--- config.mk ---
export PLATFORM = sky130hd
export DESIGN_NAME = ram_dp_param
export DESIGN_NICKNAME = d
export VERILOG_FILES = /design/src/rtl/ram_dp_pkg.sv /design/src/rtl/ram_dp_port_rd.sv /design/src/rtl/ram_dp_param.sv
export SDC_FILE = /design/constraint.sdc
export NUM_CORES = 1
export LEC_CHECK = 0
export CAP_MARGIN = 20
export CORE_ASPECT_RATIO = 0.7
export CORE_UTILIZATION = 40
export DETAILED_ROUTE_END_ITERATION = 16
export GPL_ROUTABILITY_DRIVEN = 1
export PLACE_DENSITY = 0.68
export SLEW_MARGIN = 25
export SYNTH_ARGS = -nofsm -noshare
export SYNTH_HDL_FRONTEND = slang
export SYNTH_SLANG_ARGS = --single-unit
--- constraint.sdc ---
create_clock -name clk -period 4.48 [get_ports clk]
set_input_delay 0.896 -clock clk [delete_from_list [all_inputs] [get_ports clk]]
set_output_delay 0.896 -clock clk [all_outputs]
set_load 0.05 [all_outputs]
--- src/rtl/ram_dp_pkg.sv ---
// ram_dp_pkg: shared types, read-during-write mode constants and parity helper for ram_dp_param
package ram_dp_pkg;
   typedef enum logic {INIT, RUN} state_e;
   localparam int RDW_OLD = 0;
   localparam int RDW_NEW = 1;
   // Even parity: the stored bit makes the total count of ones even.
   function automatic logic even_par(input logic [63:0] d);
      return ^d;
   endfunction
endpackage

--- src/rtl/ram_dp_port_rd.sv ---
// ram_dp_port_rd: per-port read register with valid strobe, output-enable gating and parity check
// Ports: clk, reset (sync, active-high); rd_i read strobe; op_en_i output enable;
//        data_i/par_i word and stored parity from the array; rdata_o gated read data;
//        rvalid_o one-cycle valid after a read; perr_o parity mismatch, qualified by rvalid_o.
// Parity checking exists only when RAM_DP_PARITY_EN is defined.
module ram_dp_port_rd import ram_dp_pkg::*; #(
   parameter int DATA_W = 16
) (
   input  logic              clk,
   input  logic              reset,
   input  logic              rd_i,
   input  logic              op_en_i,
   input  logic [DATA_W-1:0] data_i,
   input  logic              par_i,
   output logic [DATA_W-1:0] rdata_o,
   output logic              rvalid_o,
   output logic              perr_o
);
   logic [DATA_W-1:0] data_q, data_d;
   logic              rvalid_q;
   // The read register holds its last word until the next read on this port.
   assign data_d = rd_i ? data_i : data_q;
   always_ff @(posedge clk) begin
      if (reset) begin
         data_q   <= '0;
         rvalid_q <= 1'b0;
      end else begin
         data_q   <= data_d;
         rvalid_q <= rd_i;
      end
   end
`ifdef RAM_DP_PARITY_EN
   logic perr_q, perr_d;
   assign perr_d = rd_i & (even_par(64'(data_i)) != par_i);
   always_ff @(posedge clk) begin
      if (reset) perr_q <= 1'b0;
      else perr_q <= perr_d;
   end
   assign perr_o = perr_q;
`else
   logic unused_par;
   assign unused_par = par_i;
   assign perr_o = 1'b0;
`endif
   assign rdata_o  = op_en_i ? data_q : '0;
   assign rvalid_o = rvalid_q;
endmodule

--- src/rtl/ram_dp_param.sv ---
// ram_dp_param: parametrised true dual-port synchronous RAM with registered reads and clear sweep
// Ports: clk, reset (sync, active-high); per port N in {0,1}: csN select, w_enN write enable,
//        op_enN output enable, addrN, wdataN, rdataN (gated), rvalidN, perrN;
//        collision pulses after a same-address double write; init_busy high during the clear sweep.
// Optional build macro RAM_DP_PARITY_EN adds one stored even-parity bit per word.
module ram_dp_param import ram_dp_pkg::*; #(
   parameter int DATA_W     = 16,
   parameter int ADDR_W     = 4,
   parameter int RDW_MODE   = RDW_OLD,
   parameter int INIT_CLEAR = 1
) (
   input  logic              clk,
   input  logic              reset,
   input  logic              cs0,
   input  logic              w_en0,
   input  logic              op_en0,
   input  logic [ADDR_W-1:0] addr0,
   input  logic [DATA_W-1:0] wdata0,
   output logic [DATA_W-1:0] rdata0,
   output logic              rvalid0,
   output logic              perr0,
   input  logic              cs1,
   input  logic              w_en1,
   input  logic              op_en1,
   input  logic [ADDR_W-1:0] addr1,
   input  logic [DATA_W-1:0] wdata1,
   output logic [DATA_W-1:0] rdata1,
   output logic              rvalid1,
   output logic              perr1,
   output logic              collision,
   output logic              init_busy
);
   localparam int DEPTH = 2**ADDR_W;
`ifdef RAM_DP_PARITY_EN
   localparam int MW = DATA_W + 1;
`else
   localparam int MW = DATA_W;
`endif
   logic [MW-1:0]     mem [DEPTH];
   state_e            state_q, state_d;
   logic [ADDR_W-1:0] ptr_q, ptr_d;
   logic              collision_q, collision_d;
   logic              run, we0, we1, re0, re1, rpar0, rpar1;
   logic [MW-1:0]     wword0, wword1, rword0, rword1;
   assign run = state_q == RUN && !reset;
   assign we0 = run & cs0 & w_en0;
   assign we1 = run & cs1 & w_en1;
   assign re0 = run & cs0 & ~w_en0;
   assign re1 = run & cs1 & ~w_en1;
`ifdef RAM_DP_PARITY_EN
   assign wword0 = {even_par(64'(wdata0)), wdata0};
   assign wword1 = {even_par(64'(wdata1)), wdata1};
   assign rpar0  = rword0[DATA_W];
   assign rpar1  = rword1[DATA_W];
`else
   assign wword0 = wdata0;
   assign wword1 = wdata1;
   assign rpar0  = 1'b0;
   assign rpar1  = 1'b0;
`endif
   // Array reads happen before this edge's writes land, so the non-forwarded path returns old data.
   assign rword0 = (RDW_MODE == RDW_NEW && we1 && addr1 == addr0) ? wword1 : mem[addr0];
   assign rword1 = (RDW_MODE == RDW_NEW && we0 && addr0 == addr1) ? wword0 : mem[addr1];
   assign ptr_d       = state_q == INIT ? ptr_q + 1'b1 : ptr_q;
   assign state_d     = (state_q == INIT && &ptr_q) ? RUN : state_q;
   assign collision_d = we0 & we1 & (addr0 == addr1);
   always_ff @(posedge clk) begin
      if (reset) begin
         state_q     <= (INIT_CLEAR != 0) ? INIT : RUN;
         ptr_q       <= '0;
         collision_q <= 1'b0;
      end else begin
         state_q     <= state_d;
         ptr_q       <= ptr_d;
         collision_q <= collision_d;
      end
   end
   // Port 0 is written last so it wins a same-address collision.
   always_ff @(posedge clk) begin
      if (!reset && state_q == INIT) mem[ptr_q] <= '0;
      if (we1) mem[addr1] <= wword1;
      if (we0) mem[addr0] <= wword0;
   end
   ram_dp_port_rd #(.DATA_W(DATA_W)) u_rd0 (
      .clk(clk), .reset(reset), .rd_i(re0), .op_en_i(op_en0),
      .data_i(rword0[DATA_W-1:0]), .par_i(rpar0),
      .rdata_o(rdata0), .rvalid_o(rvalid0), .perr_o(perr0)
   );
   ram_dp_port_rd #(.DATA_W(DATA_W)) u_rd1 (
      .clk(clk), .reset(reset), .rd_i(re1), .op_en_i(op_en1),
      .data_i(rword1[DATA_W-1:0]), .par_i(rpar1),
      .rdata_o(rdata1), .rvalid_o(rvalid1), .perr_o(perr1)
   );
   assign collision = collision_q;
   assign init_busy = state_q == INIT;
endmodule

# Word-level counts from Yosys, hierarchy flattened
# Memory sizes are Yosys's and may differ from the RTL's. A register that Yosys moved wholly into a read port is not among the register bits.
# Cells that the tools add are included.
[classes]
bitwise_logic = 11
n_eq_ne = 1
reduce_logical = 6
n_mux = 11
add_sub_neg = 1
[ops]
columns = ["cell", "count"]
rows = [
  ["two-way mux 16 bit", 3],
  ["OR reduction 16 bit", 1],
  ["bitwise AND 1 bit", 8],
  ["two-way mux 1 bit", 7],
  ["adder 4 x 1 -> 4 bit, second input constant", 1],
  ["== test 4 bit", 1],
  ["two-way mux 4 bit", 1],
  ["AND reduction 4 bit", 1],
  ["logical AND 1 bit", 3],
  ["NOT 1 bit", 3],
  ["logical NOT 1 bit", 1],
]
[word_totals]
output_inout_bits = 38
n_memories = 1
ff_bits = 8
ramBits = 256
inputBits = 48
[memory_table]
columns = ["name", "words", "word_bits", "rd", "rd_clocked_by_memory_dff", "write_ports", "line_no", "rtl"]
rows = [
  ["mem", 16, 16, 2, 2, 2, "ram_dp_param.sv:39", "logic [MW-1:0] mem [DEPTH];"],
]

# Longest topological paths before layout
[logic_depth]
word_depth = 8
mapped_depth = 8
depth_no_buf = 4

# Modules after synthesis
# From an unflattened synthesis, not the netlist that was laid out.
[hier_totals]
cells_unflattened = 1384
area_unflattened_um2 = 16746.1
[modules_own_cells]
columns = ["module", "area_each_um2", "seq_area_each_um2", "cells_per_inst", "n_inst"]
rows = [
  ["ram_dp_param", 15299.7, 7807.5, 1238, 1],
  ["ram_dp_port_rd", 723.2, 340.3, 73, 2],
]

# Worst setup path before layout
# OpenSTA, ideal clock, no wires.
[synth_path]
path_type = "input port to flip-flop"
start = "in addr1[0]"
end = "mem mem[11][0] in the netlist's numbering (enable)"
setup_ps = 392
required_time_ps = 4088
t_arrival_ps = 2743
setup_slack_ps = 1345
cell_stages = 6
path_cell_list = "clkbuf_1 > buf_4 > buf_4 > buf_2 > a31oi_1 > o21bai_1"
[synth_rtl]
columns = ["element", "line_no", "rtl"]
rows = [
  ["start, declared", "ram_dp_param.sv:25", "input logic [ADDR_W-1:0] addr1,"],
  ["end, declared", "ram_dp_param.sv:39", ""],
]

# Final worst setup path
[layout_path]
start = "in op_en1"
end = "out rdata1[7]"
[layout_via]
elab_chain_len = 1
[layout_rtl]
columns = ["element", "line_no", "rtl"]
rows = [
  ["start, declared", "ram_dp_param.sv:24", "input logic op_en1,"],
  ["two-way mux 16 bit", "ram_dp_port_rd.sv:45", "assign rdata_o = op_en_i ? data_q : '0;"],
  ["end, declared", "ram_dp_param.sv:27", "output logic [DATA_W-1:0] rdata1,"],
]
# Every way passes these cells.

==> run summary <==
======================================================================================
Mean number of vias per cell                                                     6.365
Leak Pwr                                                                      6.803 nW
Count of H-tree levels built during CTS                                              1
# resized after CTS                                                                  0
Global-route wire length before repair                                        85.12 mm
Source-to-sink clock delay at the later pin of the worst-skew pair             0.58 ns
Post-Route Skew                                                             0.01830 ns
Number of buffer cells added on primary ports                                       83
Number of nets at the end of the flow                                             1504
Result of the run                                                         finished, final reports clean
Pin count of the biggest net entering global routing                                45
Crit path largest cell delay                                                   0.82 ns
Placeable core region                                                        40960 um2
Routed len/inst                                                               29.04 um
Sequential power share                                                           0.492
Worst setup slack after placement                                            0.8110 ns
Layout cell share with drive strength beyond 1                                  0.1981
Worst Setup Path Type                                                     input pin to output pin
Via total after detailed routing                                                 12880
Vias in the first global route                                                   12150
Highest fanout seen on the critical path                                            16
Placed wire-length estimate after detailed placement                          38.09 mm
Switching Power                                                               1.429 mW
Overall global routing resource usage                                           0.2787
Count of distinct cell types in the synthesized netlist                             44
Crit path launch type                                                        input pin
Total of flip-flops plus latches after synthesis                                   296
Max-Slew Margin vs Limit                                                        0.3847
Transition time at the pin with the least slew margin                        0.9217 ns
P per Cell Area                                                           320.3 nW/um2
Count of endpoints failing hold in the final timing report                           0
Cells traversed along the worst timing path                               clkdlybuf4s50_1 > and2_1 > clkdlybuf4s50_1
Area share of the largest cell type after synthesis                             0.4629
Highest clock rate                                                           274.8 MHz
Yosys top cell by area                                                        edfxtp_1
Area of the die                                                              42350 um2
Row count                                                                           62
Total placed cells including tap cells                                            1967
Final setup violating endpoints                                                      0
Initial cell density of the core                                                0.4055
Unrepaired setup endpoints after global routing                                  false
Cell area after placement                                                    18040 um2
Buffer type at the clock tree root                                           clkbuf_16
Remaining DRCs                                                                       0
Max-cap viol count                                                                   0
Antenna-violating nets left                                                          0
Total design power                                                            6.103 mW
Cell count after synthesis                                                        1425
Layout-stage area growth over the synthesis result                              14.71%
Design area                                                                  19050 um2
Cts hold-fix bufs                                                                    0
Class of the tightest hold or removal check                               flip-flop to flip-flop
CTS buffer count                                                                    30
Area contributors post-synth                                              edfxtp_1 (46%), mux4_2 (14%), o21ai_0 (7.4%)
Number of synthesis warnings                                                         0
Largest vdd supply drop                                                      0.2671 mV
Period Utilization, post-route                                                  0.8123
IO Pins                                                                             86
Most common library cell in the layout ignoring fill and taps                  nand2_1
Internal power consumption                                                    4.674 mW
Most numerous cell on the critical path                                   clkdlybuf4s50_1
Number of antenna violations at the first check in global routing                    5
Aggregate negative setup slack                                                    0 ns
Avg Inst Size Synth                                                          11.65 um2
Length of the first detailed-routing pass in iterations                              6
Final slew viol count                                                                0
Post-Synthesis Cell Area                                                     16610 um2
Library cell contributing the largest single delay on the critical path   clkdlybuf4s50_1
Horizontal die dimension                                                      245.5 um
Logic pwr share                                                                  0.076
Routed wire length                                                            58.77 mm
Sequential area share after synthesis                                           0.5111
Grt total ovfl                                                                       0
Clk pwr share                                                                    0.432
Clock Sink Count                                                                   296
Leading cell types in the layout, fill and taps excluded                  nand2_1 (315), edfxtp_1 (256), o21ai_0 (246)
Fill cell total of the finished layout                                            3619
Overall die height                                                            172.5 um
Endpoint required time on the critical path                                    3.58 ns
Worst-case clock buffer depth                                                        3
Setup Buffers After CTS                                                              0
Clock-pin slew on the worst setup and hold paths                               0.06 ns
Switching Share                                                                 0.2342
Number of standard cells in the layout, taps in and fillers out                   2024
Gpl congestion                                                                  0.9335
Data arrival time at the worst-slack endpoint                                  2.74 ns
CTS tree                                                                         built
Iteration-0 DRC Markers                                                           2051
Minimum period implied by the final worst setup slack                         3.639 ns
CP endpoint kind                                                            output pin
Final setup margin                                                           0.8408 ns
======================================================================================
[metrics by stage]
stage / hold WS, ns / utilization
after floorplan: 0.4343 / -
after global placement: 0.4561 / 0.4406
after detailed placement: 0.4602 / 0.4406
after CTS: 0.4742 / 0.4651
after global routing: 0.5053 / 0.4651
final: 0.4734 / 0.4651
[area by class of cell]
cell class | count | area [um2] | share of cell area
diodes | 1 | 2.502 | 0.0001314
clock buffers | 36 | 804.5 | 0.04223
clock inverters | 20 | 198.9 | 0.01044
inverters | 6 | 22.52 | 0.001182
multi-input cells | 963 | 7427 | 0.3899
flip-flops and latches | 296 | 8488 | 0.4456
well taps | 544 | 680.7 | 0.03573
repair buffers | 158 | 1426 | 0.07487
[path summary, 6_finish.rpt]
| kind | to | cells after the start | slack (ns) | start |
|---|---|---|---|---|
| max reg2reg | mem[3][4]$_DFFE_PP_ | 5 | 1.60 | state_q$_SDFFE_PP0P_ |
| min | u_rd0.data_q[14]$_SDFFE_PP0P_ | 2 | 0.47 | u_rd0.data_q[14]$_SDFFE_PP0P_ |
| min reg2reg | u_rd0.data_q[14]$_SDFFE_PP0P_ | 2 | 0.47 | u_rd0.data_q[14]$_SDFFE_PP0P_ |
| max | rdata1[7] | 3 | 0.84 | op_en1 |
[metal layers]
layer / vias to the layer above / track usage / routed length (um)
met3: 137 / 0.08009 / 9566
met1: 6264 / 0.3920 / 22190
li1: 5389 / - / -
met4: 4 / 0.08237 / 1831
met2: 1089 / 0.4165 / 25160
met5: - / 0 / 27
[power by group through the flow]
stage / registers [mW] / logic, mW / clock network [mW]
final: 3.00 / 0.467 / 2.63
after global routing: 3.00 / 0.480 / 2.72
after CTS: 3.00 / 0.456 / 2.63
after detailed placement: 3.06 / 0.453 / 0
after global placement: 3.06 / 0.448 / 0
after floorplan: 3.05 / 0.288 / 0
[sequential cells by signal, indices dropped and copies added (netlist names)]
name,count
mem,256
u_rd0.data_q,16
u_rd1.data_q,16
ptr_q,4
collision,1
state_q,1
u_rd0.rvalid_o,1
u_rd1.rvalid_o,1
[cells by family (layout without fill, tap and decap cells)]
family	after synthesis	after routing	share of synthesized area
adders and majority gates	1	1	0.0007533
DFF	296	296	0.5111
other	1	3	0.0002258
xor gates and xnor gates	7	7	0.003692
and+or+nand+nor	397	397	0.1169
buffers and inverters	167	220	0.04671
AOI/OAI and AO/OA	362	362	0.1243
muxes	194	194	0.1963
[Yosys cell counts, drive strengths merged]
cell / count
a21oi: 2
a22oi: 41
a31oi: 6
and2: 36
and4b: 1
and4bb: 2
buf: 53
clkbuf: 108
clkinv: 1
conb: 1
dfxtp: 40
edfxtp: 256
ha: 1
inv: 5
mux2: 23
mux2i: 68
mux4: 103
nand2: 315
nand2b: 3
nand3: 1
nand4: 2
nand4b: 2
nor2: 7
nor2b: 4
nor3: 2
nor3b: 2
nor4: 16
nor4b: 1
nor4bb: 1
o211ai: 41
o21ai: 256
o21bai: 16
or2: 2
xnor2: 4
xor2: 3
[critical path: cells and delay by family]
kind                   cells  cell delay [ns]
AND/OR/NAND/NOR            1             0.22
buffers and inverters      2             1.62
Note: power is estimated with default switching activity, not from simulation.
